===== config.mk =====
export PLATFORM = sky130hd
export DESIGN_NAME = hfosc_power_sequencer_flat
export DESIGN_NICKNAME = d
export VERILOG_FILES = /design/src/rtl/hfosc_power_sequencer_pkg.sv /design/src/rtl/hfosc_power_sequencer_if.sv /design/src/rtl/hfosc_power_sequencer_delay_counter.sv /design/src/rtl/hfosc_power_sequencer.sv /design/src/flat_wrapper.sv
export SDC_FILE = /design/constraint.sdc
export NUM_CORES = 1
export LEC_CHECK = 0
export ABC_AREA = 1
export BUFFER_PORTS_ARGS = -buffer_cell sky130_fd_sc_hd__buf_2
export CORE_ASPECT_RATIO = 0.7
export CORE_MARGIN = 1
export CORE_UTILIZATION = 35
export CTS_CLUSTER_SIZE = 12
export DETAILED_ROUTE_END_ITERATION = 10
export HOLD_SLACK_MARGIN = 0.1
export MAX_ROUTING_LAYER = met4
export SLEW_MARGIN = 15
export SYNTH_ARGS = -nofsm -noshare
export SYNTH_HDL_FRONTEND = slang
export SYNTH_HIERARCHICAL = 1
export SYNTH_SLANG_ARGS = --single-unit

===== constraint.sdc =====
create_clock -name i_clk -period 1.75 [get_ports i_clk]
set_input_delay 0.0875 -clock i_clk [delete_from_list [all_inputs] [get_ports i_clk]]
set_output_delay 0.0875 -clock i_clk [all_outputs]
set_load 0.005 [all_outputs]

===== src/rtl/hfosc_power_sequencer_pkg.sv =====
// hfosc_seq_pkg: state encoding, counter sizing and parameter checks for the HFOSC sequencer.
// Shared by the sequencer top, its delay counter and the interface.
package hfosc_seq_pkg;

    typedef enum logic [2:0] {
        ST_OFF    = 3'd0,
        ST_PWRUP  = 3'd1,
        ST_SETTLE = 3'd2,
        ST_ON     = 3'd3,
        ST_HOLD   = 3'd4,
        ST_DIS    = 3'd5
    } seq_state_t;

    localparam int WAKE_CNT_W = 16;

    function automatic int max3(input int a, input int b, input int c);
        int m;
        m = (a > b) ? a : b;
        return (m > c) ? m : c;
    endfunction

    // The counter is loaded with cycles-1, so it must hold values up to max_cycles-1.
    function automatic int cnt_width(input int max_cycles);
        int w;
        w = 1;
        while (w < 31 && (1 << w) < max_cycles) w++;
        return w;
    endfunction

    // Zero-length phases are rejected rather than clamped.
    function automatic bit params_valid(input int n_req, input int pu, input int settle, input int idle);
        return (n_req > 0) && (pu > 0) && (settle > 0) && (idle > 0);
    endfunction

endpackage


===== src/rtl/hfosc_power_sequencer_if.sv =====
// hfosc_power_sequencer_if: request/grant and oscillator-pin bundle of the HFOSC sequencer.
// wake_count is present only when HFOSC_WAKE_CNT_EN is defined.
interface hfosc_power_sequencer_if #(
    parameter int N_REQ = 2
);
    logic [N_REQ-1:0] req;
    logic [N_REQ-1:0] grant;
    logic             osc_pu;
    logic             osc_en;
    logic             clk_ready;
`ifdef HFOSC_WAKE_CNT_EN
    logic [hfosc_seq_pkg::WAKE_CNT_W-1:0] wake_count;

    modport master (output req, input grant, input osc_pu, input osc_en, input clk_ready, input wake_count);
    modport slave  (input req, output grant, output osc_pu, output osc_en, output clk_ready, output wake_count);
`else
    modport master (output req, input grant, input osc_pu, input osc_en, input clk_ready);
    modport slave  (input req, output grant, output osc_pu, output osc_en, output clk_ready);
`endif
endinterface


===== src/rtl/hfosc_power_sequencer_delay_counter.sv =====
// hfosc_delay_counter: loadable down-counter that stops at zero.
// One instance times every phase of the HFOSC sequencer.
module hfosc_delay_counter #(
    parameter int W = 4
) (
    input  logic         i_clk,
    input  logic         i_rst_n,
    input  logic         i_load,
    input  logic [W-1:0] i_load_val,
    output logic [W-1:0] o_value,
    output logic         o_zero
);
    logic [W-1:0] r_count;

    always_ff @(posedge i_clk or negedge i_rst_n) begin
        if (!i_rst_n) begin
            r_count <= '0;
        end else if (i_load) begin
            r_count <= i_load_val;
        end else if (r_count != '0) begin
            r_count <= r_count - 1'b1;
        end
    end

    assign o_value = r_count;
    assign o_zero  = (r_count == '0);
endmodule


===== src/rtl/hfosc_power_sequencer.sv =====
// hfosc_power_sequencer: sequences SB_HFOSC CLKHFPU/CLKHFEN and grants its clock to requesters.
// Define HFOSC_WAKE_CNT_EN to add a saturating 16-bit power-up event counter (wake_count).
module hfosc_power_sequencer
    import hfosc_seq_pkg::*;
#(
    parameter int N_REQ         = 2,
    parameter int PU_CYCLES     = 4,
    parameter int SETTLE_CYCLES = 8,
    parameter int IDLE_CYCLES   = 16
) (
    input  logic                    i_clk,
    input  logic                    i_rst_n,
    hfosc_power_sequencer_if.slave  if_seq
);
    localparam int CNT_W = cnt_width(max3(PU_CYCLES, SETTLE_CYCLES, IDLE_CYCLES));
    localparam logic [CNT_W-1:0] PU_LOAD     = CNT_W'(PU_CYCLES - 1);
    localparam logic [CNT_W-1:0] SETTLE_LOAD = CNT_W'(SETTLE_CYCLES - 1);
    localparam logic [CNT_W-1:0] IDLE_LOAD   = CNT_W'(IDLE_CYCLES - 1);

    if (!params_valid(N_REQ, PU_CYCLES, SETTLE_CYCLES, IDLE_CYCLES)) begin : g_bad_params
        $error("hfosc_power_sequencer: all parameters must be non-zero");
    end

    seq_state_t       r_state;
    seq_state_t       w_next;
    logic [N_REQ-1:0] r_grant;
    logic             r_osc_pu;
    logic             r_osc_en;
    logic             r_clk_ready;
    logic             w_any_req;
    logic             w_load;
    logic [CNT_W-1:0] w_load_val;
    logic [CNT_W-1:0] w_cnt_value;
    logic             w_cnt_zero;

    assign w_any_req = |if_seq.req;

    // HOLD checks req before expiry so a request on the expiry edge keeps the clock running.
    always_comb begin
        w_next = r_state;
        case (r_state)
            ST_OFF:    if (w_any_req) w_next = ST_PWRUP;
            ST_PWRUP:  if (w_cnt_zero) w_next = ST_SETTLE;
            ST_SETTLE: if (w_cnt_zero) w_next = ST_ON;
            ST_ON:     if (!w_any_req) w_next = ST_HOLD;
            ST_HOLD: begin
                if (w_any_req)       w_next = ST_ON;
                else if (w_cnt_zero) w_next = ST_DIS;
            end
            ST_DIS:    w_next = w_any_req ? ST_SETTLE : ST_OFF;
            default:   w_next = ST_OFF;
        endcase
    end

    // Every state change reloads the counter; untimed states simply park it at zero.
    always_comb begin
        w_load     = (w_next != r_state);
        w_load_val = '0;
        case (w_next)
            ST_PWRUP:  w_load_val = PU_LOAD;
            ST_SETTLE: w_load_val = SETTLE_LOAD;
            ST_HOLD:   w_load_val = IDLE_LOAD;
            default:   w_load_val = '0;
        endcase
    end

    hfosc_delay_counter #(
        .W (CNT_W)
    ) u_delay (
        .i_clk      (i_clk),
        .i_rst_n    (i_rst_n),
        .i_load     (w_load),
        .i_load_val (w_load_val),
        .o_value    (w_cnt_value),
        .o_zero     (w_cnt_zero)
    );

    always_ff @(posedge i_clk or negedge i_rst_n) begin
        if (!i_rst_n) begin
            r_state     <= ST_OFF;
            r_grant     <= '0;
            r_osc_pu    <= 1'b0;
            r_osc_en    <= 1'b0;
            r_clk_ready <= 1'b0;
        end else begin
            r_state     <= w_next;
            r_grant     <= (w_next == ST_ON) ? if_seq.req : '0;
            r_osc_pu    <= (w_next != ST_OFF);
            r_osc_en    <= (w_next == ST_SETTLE) || (w_next == ST_ON) || (w_next == ST_HOLD);
            r_clk_ready <= (w_next == ST_ON) || (w_next == ST_HOLD);
        end
    end

    assign if_seq.grant     = r_grant;
    assign if_seq.osc_pu    = r_osc_pu;
    assign if_seq.osc_en    = r_osc_en;
    assign if_seq.clk_ready = r_clk_ready;

`ifdef HFOSC_WAKE_CNT_EN
    logic [WAKE_CNT_W-1:0] r_wake_count;
    logic                  w_wake_evt;

    assign w_wake_evt = ((r_state == ST_OFF) && (w_next == ST_PWRUP)) ||
                        ((r_state == ST_DIS) && (w_next == ST_SETTLE));

    always_ff @(posedge i_clk or negedge i_rst_n) begin
        if (!i_rst_n) begin
            r_wake_count <= '0;
        end else if (w_wake_evt && (r_wake_count != '1)) begin
            r_wake_count <= r_wake_count + 1'b1;
        end
    end

    assign if_seq.wake_count = r_wake_count;
`endif

    // Untimed states always hold a parked (zero) counter.
    a_cnt_parked: assert property (@(posedge i_clk) disable iff (!i_rst_n)
        ((r_state == ST_OFF) || (r_state == ST_ON)) |-> (w_cnt_value == '0));

endmodule


===== src/flat_wrapper.sv =====
// flat-port wrapper written by rule: the top's interface ports become plain ports
module hfosc_power_sequencer_flat import hfosc_seq_pkg::*;
#(
    parameter int N_REQ         = 2,
    parameter int PU_CYCLES     = 4,
    parameter int SETTLE_CYCLES = 8,
    parameter int IDLE_CYCLES   = 16
)
  (i_clk, i_rst_n, if_seq_req, if_seq_grant, if_seq_osc_pu, if_seq_osc_en, if_seq_clk_ready);
  hfosc_power_sequencer_if #(.N_REQ(N_REQ)) if_seq_i ();
  input  logic i_clk;
  input  logic i_rst_n;
  input wire logic [$bits(if_seq_i.req)-1:0] if_seq_req;
  output wire logic [$bits(if_seq_i.grant)-1:0] if_seq_grant;
  output wire logic [$bits(if_seq_i.osc_pu)-1:0] if_seq_osc_pu;
  output wire logic [$bits(if_seq_i.osc_en)-1:0] if_seq_osc_en;
  output wire logic [$bits(if_seq_i.clk_ready)-1:0] if_seq_clk_ready;
  assign if_seq_i.req = if_seq_req;
  assign if_seq_grant = if_seq_i.grant;
  assign if_seq_osc_pu = if_seq_i.osc_pu;
  assign if_seq_osc_en = if_seq_i.osc_en;
  assign if_seq_clk_ready = if_seq_i.clk_ready;
  hfosc_power_sequencer #(.N_REQ(N_REQ), .PU_CYCLES(PU_CYCLES), .SETTLE_CYCLES(SETTLE_CYCLES), .IDLE_CYCLES(IDLE_CYCLES)) u_core (.i_clk(i_clk), .i_rst_n(i_rst_n), .if_seq(if_seq_i));
endmodule

Word level (Yosys, flattened, before mapping)

Cells that the tools add are included.

Bits in registers: 12
Bits of input ports: 4
Output and inout bits: 5

Add/sub/neg operators: 1
Equality and inequality tests: 10
Muxes and demuxes: 12
Reduce and logical (&&, ||, !) cells: 9

Operators with widths:

| cell                                                                | count |
|---|---|
| 3-bit two-way mux                                                   | 6 |
| 3-bit one-hot mux with 6 select lines                               | 1 |
| 3-bit by 2-bit == test with 1-bit output (second input constant)    | 4 |
| 4-bit one-hot mux with 3 select lines                               | 1 |
| 3-bit == test (second input constant)                               | 3 |
| 4-bit two-way mux                                                   | 2 |
| 3-bit by 1-bit == test with 1-bit output (second input constant)    | 2 |
| 4-bit logical NOT                                                   | 1 |
| 2-bit two-way mux                                                   | 2 |
| 4-bit nonzero test                                                  | 1 |
| 4-bit by 1-bit subtractor with 4-bit output (second input constant) | 1 |
| 3-bit logical NOT                                                   | 1 |
| 1-bit logical OR                                                    | 3 |
| 3-bit inequality test                                               | 1 |
| 3-bit nonzero test                                                  | 1 |
| 2-bit nonzero test                                                  | 1 |
| 2-bit OR reduction                                                  | 1 |

Depth between registers and ports, before layout

Depth after elaboration: 7
Mapped depth: 14
Mapped depth without buffers: 14

Modules after synthesis

Netlist, hierarchy kept.

By module, submodules not included:

| module                | instances | cells an instance | area an instance (µm²) | seq. area each (µm²) |
|---|---|---|---|---|
| hfosc_power_sequencer | 1         | 63                | 469.2                  | 200.2 |
| hfosc_delay_counter   | 1         | 34                | 242.7                  | 100.1 |

Worst setup path after synthesis

OpenSTA, ideal clock, no wires.

Path kind: flip-flop to flip-flop
From: register u_core.u_delay.r_count[0], in the netlist u_core/u_delay/o_value[0]
To: register u_core.u_delay.r_count[0], in the netlist u_core/u_delay/o_value[0]
Setup time: 0.127 ns
Arrival: 1.610 ns
Required time: 1.623 ns
Setup slack: 0.014 ns
Stages on the path, launching flop included: 14
Path buffers: 0
Period minus slack after synthesis: 1.736 ns
Cell sequence: dfrtp_1 > inv_1 > ha_1 > nand2_1 > inv_1 > inv_1 > nand4_1 > nand3_1 > nand2_1 > nand3_1 > inv_1 > nand3_2 > nand2_1 > o21ai_0

Elaborated cells on any way between the ends: 16
Classes of those cells: 1 x add/sub; 4 x eq/ne; 8 x mux; 3 x reduce/logical

RTL lines:

| item                                                           | line                                      | source |
|---|---|---|
| from (decl)                                                    | hfosc_power_sequencer_delay_counter.sv:13 | `logic [W-1:0] r_count;` |
| from (signal assigned)                                         | hfosc_power_sequencer_delay_counter.sv:19 | `r_count <= i_load_val;` |
| from (signal assigned)                                         | hfosc_power_sequencer_delay_counter.sv:21 | `r_count <= r_count - 1'b1;` |
| 4-bit logical NOT *                                            | hfosc_power_sequencer_delay_counter.sv:26 | `assign o_zero = (r_count == '0);` |
| net u_core.w_cnt_zero                                          | hfosc_power_sequencer.sv:34               | `logic w_cnt_zero;` |
| 3-bit two-way mux                                              | hfosc_power_sequencer.sv:48               | `else if (w_cnt_zero) w_next = ST_DIS;` |
| 3-bit two-way mux                                              | hfosc_power_sequencer.sv:47               | `if (w_any_req) w_next = ST_ON;` |
| 3-bit one-hot mux with 6 select lines *                        | hfosc_power_sequencer.sv:41               | `case (r_state)` |
| net u_core.w_next[0]                                           | hfosc_power_sequencer.sv:25               | `seq_state_t w_next;` |
| 3-bit inequality test *                                        | hfosc_power_sequencer.sv:57               | `w_load = (w_next != r_state);` |
| net u_core.w_load                                              | hfosc_power_sequencer.sv:31               | `logic w_load;` |
| 4-bit two-way mux / 2-bit nonzero test (equally long branches) | -                                         |  |

Mark *: on every way through the listed nets, which the timed path passes. The rest lies on a longest branch. The select of a mux whose other input is x is not followed.
A chain may end at the register's enable or synchronous reset.

Final worst setup path

From: register u_core.u_delay.r_count[1], in the netlist u_core/u_delay/o_value[1]
To: register u_core.u_delay.r_count[0], in the netlist u_core/u_delay/o_value[0]

Word-level cells in the longest chain between the ends: 7
Elaborated cells on any way between the ends: 14
Classes of those cells: 4 x eq/ne; 7 x mux; 3 x reduce/logical

Ends and longest elaborated chain:

| item                                        | line                                      | source |
|---|---|---|
| 4-bit logical NOT *                         | hfosc_power_sequencer_delay_counter.sv:26 |  |
| net u_core.w_cnt_zero                       | hfosc_power_sequencer.sv:34               |  |
| 3-bit two-way mux                           | hfosc_power_sequencer.sv:48               |  |
| 3-bit two-way mux                           | hfosc_power_sequencer.sv:47               |  |
| 3-bit one-hot mux with 6 select lines *     | hfosc_power_sequencer.sv:41               |  |
| 3-bit == test, or another cell as far along | hfosc_power_sequencer.sv:59               | `case (w_next)` |
| 4-bit one-hot mux with 3 select lines *     | hfosc_power_sequencer.sv:59               |  |
| net u_core.w_load_val[0]                    | hfosc_power_sequencer.sv:32               | `logic [CNT_W-1:0] w_load_val;` |
| 4-bit two-way mux *                         | hfosc_power_sequencer_delay_counter.sv:18 | `end else if (i_load) begin` |

Mark *: on every way through the listed nets, which the timed path passes. The rest lies on a longest branch.

==> impl_metrics.env <==
export IMPL_path_clk_slew_ns=0.08
export IMPL_ant_nets=0
export IMPL_seqPwrFrac=0.219
export IMPL_die_w_um=55.91
export IMPL_wl_mm=1.786
export IMPL_die_area_mm2=0.002221
export IMPL_r2r_start="u_core/u_delay/o_value[1]"
export IMPL_cts_tree="done"
export IMPL_fin_crit_sh=0.9576
export IMPL_setup_viol=0
export IMPL_hold_class="in2async"
export IMPL_required_ns=1.96
export IMPL_synth_top_cell_area_share=0.4218
export IMPL_synthArstFlopShare=1.000
export IMPL_drtIter0Drc=12
export IMPL_worstSetupEndpoint="u_core/u_delay/o_value[0]"
export IMPL_synth_main_ff_cell="dfrtp_1"
export IMPL_antenna_cells=0
export IMPL_ys_types=16
export IMPL_worst_slew_pin_slew_ns=0.2743
export IMPL_syn_inst=97
export IMPL_fin_nets=135
export IMPL_dr_pass1_iters=4
export IMPL_start_util=0.3773
export IMPL_cp_data_arrival_time_ns=1.89
export IMPL_crit_path_end_kind="flip-flop"
export IMPL_final_cell_count_no_fill=151
export IMPL_slew_headroom=0.8171
export IMPL_ys_seq_area_frac=0.4218
export IMPL_p_clk_frac=0.101
export IMPL_crit_path_start_kind="flip-flop"
export IMPL_track_usage=0.1580
export IMPL_clk_latency_ns=0.28
export IMPL_fp_dieH_um=39.74
export IMPL_antenna_found_initial=0
export IMPL_worstSetupPathType="reg2reg"
export IMPL_r2r_slack_ns=0.07
export IMPL_power_mw=2.270
export IMPL_grt_ovfl_total=0
export IMPL_syn_area_um2=711.9
export IMPL_p_per_area_mw_per_mm2=2134
export IMPL_yosysMostFrequentCell="nand2_1"
export IMPL_io_buffers=8
export IMPL_nFillCells=170
export IMPL_status="finished, final reports clean"
export IMPL_routed_via_density=4.695
export IMPL_yosys_area_top_type="dfrtp_1"
export IMPL_core_area_mm2=0.001887
export IMPL_ff2ff_path_depth=15
export IMPL_swShare=0.4470
export IMPL_period_needed_ns=1.676
export IMPL_final_core_util=0.5637
export IMPL_final_max_slew_viol_count=0
export IMPL_rsz0062_at_grt="yes"
export IMPL_grt_pass1_wl_mm=2.456
export IMPL_synth_area_leaders="dfrtp_1 42%, nand2_1 14%, inv_1 8.4%"
export IMPL_avgSynthCellArea_um2=7.340
export IMPL_drc_errors=0
export IMPL_area_growth_pct=49.38
export IMPL_vias=709
export IMPL_ff_latch_area_um2=302.8
export IMPL_rows=13
export IMPL_drv_cap=0
export IMPL_netSwitchingPower_mw=1.015
export IMPL_root_buffer="clkbuf_4"
export IMPL_post_dp_hpwl_mm=1.139
export IMPL_clockBufferDepth=2
export IMPL_synth_edf_count=0
export IMPL_io_pins=9
export IMPL_htree_levels=1
export IMPL_r2r_end="u_core/u_delay/o_value[0]"
export IMPL_ir_drop_mv=0.9411
export IMPL_max_freq_mhz=596.7
export IMPL_dp_cells=138
export IMPL_cts_buffers=3
export IMPL_ys_warn_count=6
export IMPL_crit_start="u_core/u_delay/o_value[1]"
export IMPL_skew_ns=0.002362
export IMPL_cellLeakagePower_nw=0.5904
export IMPL_gp_congestion=0.8605
export IMPL_grt_pass1_vias=556
export IMPL_drt_wirelength_per_cell_um=11.83
export IMPL_synth_seq_cells=12
export IMPL_grt_max_degree=13
export IMPL_multiInputGateArea_um2=421.7
export IMPL_synth_fp_nets=102
export IMPL_layout_drive_gt1_share=0.4961
export IMPL_p_int_mw=1.255
export IMPL_cts_sinks=12
export IMPL_cp_max_fo=3
export IMPL_hold_viol=0
export IMPL_pwr_share_comb=0.680
export IMPL_yosys_top_cells_count="26 x nand2_1, 16 x inv_1, 12 x dfrtp_1, 6 x nand3_1"
-- cell usage in the layout (no fill, tap or decap), types with 2 or more instances in the layout --
cell type / instances
a21oi_2: 2
buf_2: 8
buf_4: 16
clkbuf_4: 3
dfrtp_1: 10
dfrtp_2: 2
dlygate4sd3_1: 3
inv_1: 10
inv_2: 8
nand2_1: 23
nand2_2: 6
nand2_4: 2
nand3_1: 5
nand3_2: 4
nand4_1: 2
nor2_1: 5
nor2_2: 3
nor2_4: 2
o21ai_1: 5
o21ai_2: 2
-- layer usage --
layer	wire (um)	GRT usage	share of wire
met1	858	0.2178	0.48
met3	98	0.05941	0.055
met4	17	0.03659	0.0095
met5	0	-	0
met2	813	0.2169	0.46
-- critical path: stages (launching register included) --
cell and delay (ns):
dfrtp_1 0.40, inv_2 0.09, ha_4 0.15, nand2_4 0.05
inv_4 0.06, inv_2 0.03, nand4_1 0.10, buf_4 0.14
nand2_4 0.05, nor2_4 0.12, o21ai_2 0.08, nand2_1 0.08
nand2_1 0.05, o21ai_1 0.07, nand2_1 0.06, o21ai_1 0.08
-- flip-flops by register name, indices dropped and copies added (netlist names) --
register	cells
u_core/u_delay/o_value	4
u_core/r_state	3
u_core/if_seq.grant	2
u_core/if_seq.clk_ready	1
u_core/if_seq.osc_en	1
u_core/if_seq.osc_pu	1
-- per-stage QoR --
stage	setup TNS [ns]	setup WS (ns)	area, um^2	hold WS, ns
2_1_floorplan	0	0.01354	711.9	-0.2081
3_3_place_gp	-0.09163	-0.04764	862.1	-0.01430
3_5_place_dp	-0.03393	-0.02312	862.1	-0.009498
4_1_cts	0	0.003224	938.4	0.2149
5_1_grt	-0.1204	-0.05812	1064	0.2408
6_report	0	0.07424	1064	0.2096
-- cell families after synthesis --
logic type | Yosys count | synth area share
simple gates | 53 | 0.3673
buf+inv | 19 | 0.1002
flops | 12 | 0.4218
compound gates | 11 | 0.08084
xor+xnor | 1 | 0.01230
fa+ha+maj | 1 | 0.01757
-- power by group through the flow --
stage / registers [mW] / logic, mW / clock network, mW
3_3_place_gp: 0.485 / 1.16 / 0
4_1_cts: 0.482 / 1.19 / 0.238
5_1_grt: 0.510 / 1.72 / 0.251
6_report: 0.497 / 1.54 / 0.229
3_5_place_dp: 0.483 / 1.16 / 0
2_1_floorplan: 0.483 / 0.715 / 0
-- what timing repair did --
action,in CTS,in global routing
cloned,0,0
hold endpoints to repair,14,0
hold buffers,3,0
pin swaps,2,7
endpoints found under the setup margin,2,4
setup buffers,1,5
resized for setup,2,29
-- area by class of cell --
type,count,area share
Sequential cell,12,0.2847
Timing Repair Buffer,28,0.1894
Clock buffer,4,0.03412
Tap cell,22,0.02588
Inverter,19,0.06941
Multi-Input combinational cell,66,0.3965
-- worst min-delay path by stage --
| stage | slack (ns) | end | cells after the start |
|---|---|---|---|
| after floorplan | -0.21 | u_core/if_seq.clk_ready | 0 |
| final | 0.21 | u_core/u_delay/o_value[3] | 2 |
| after global routing | 0.24 | u_core/u_delay/o_value[3] | 2 |
| after CTS | 0.21 | u_core/u_delay/o_value[3] | 2 |
| after detailed placement | -0.009 | u_core/if_seq.clk_ready | 1 |
| after global placement | -0.01 | u_core/if_seq.clk_ready | 1 |
Note: power is estimated with default switching activity, not from simulation.
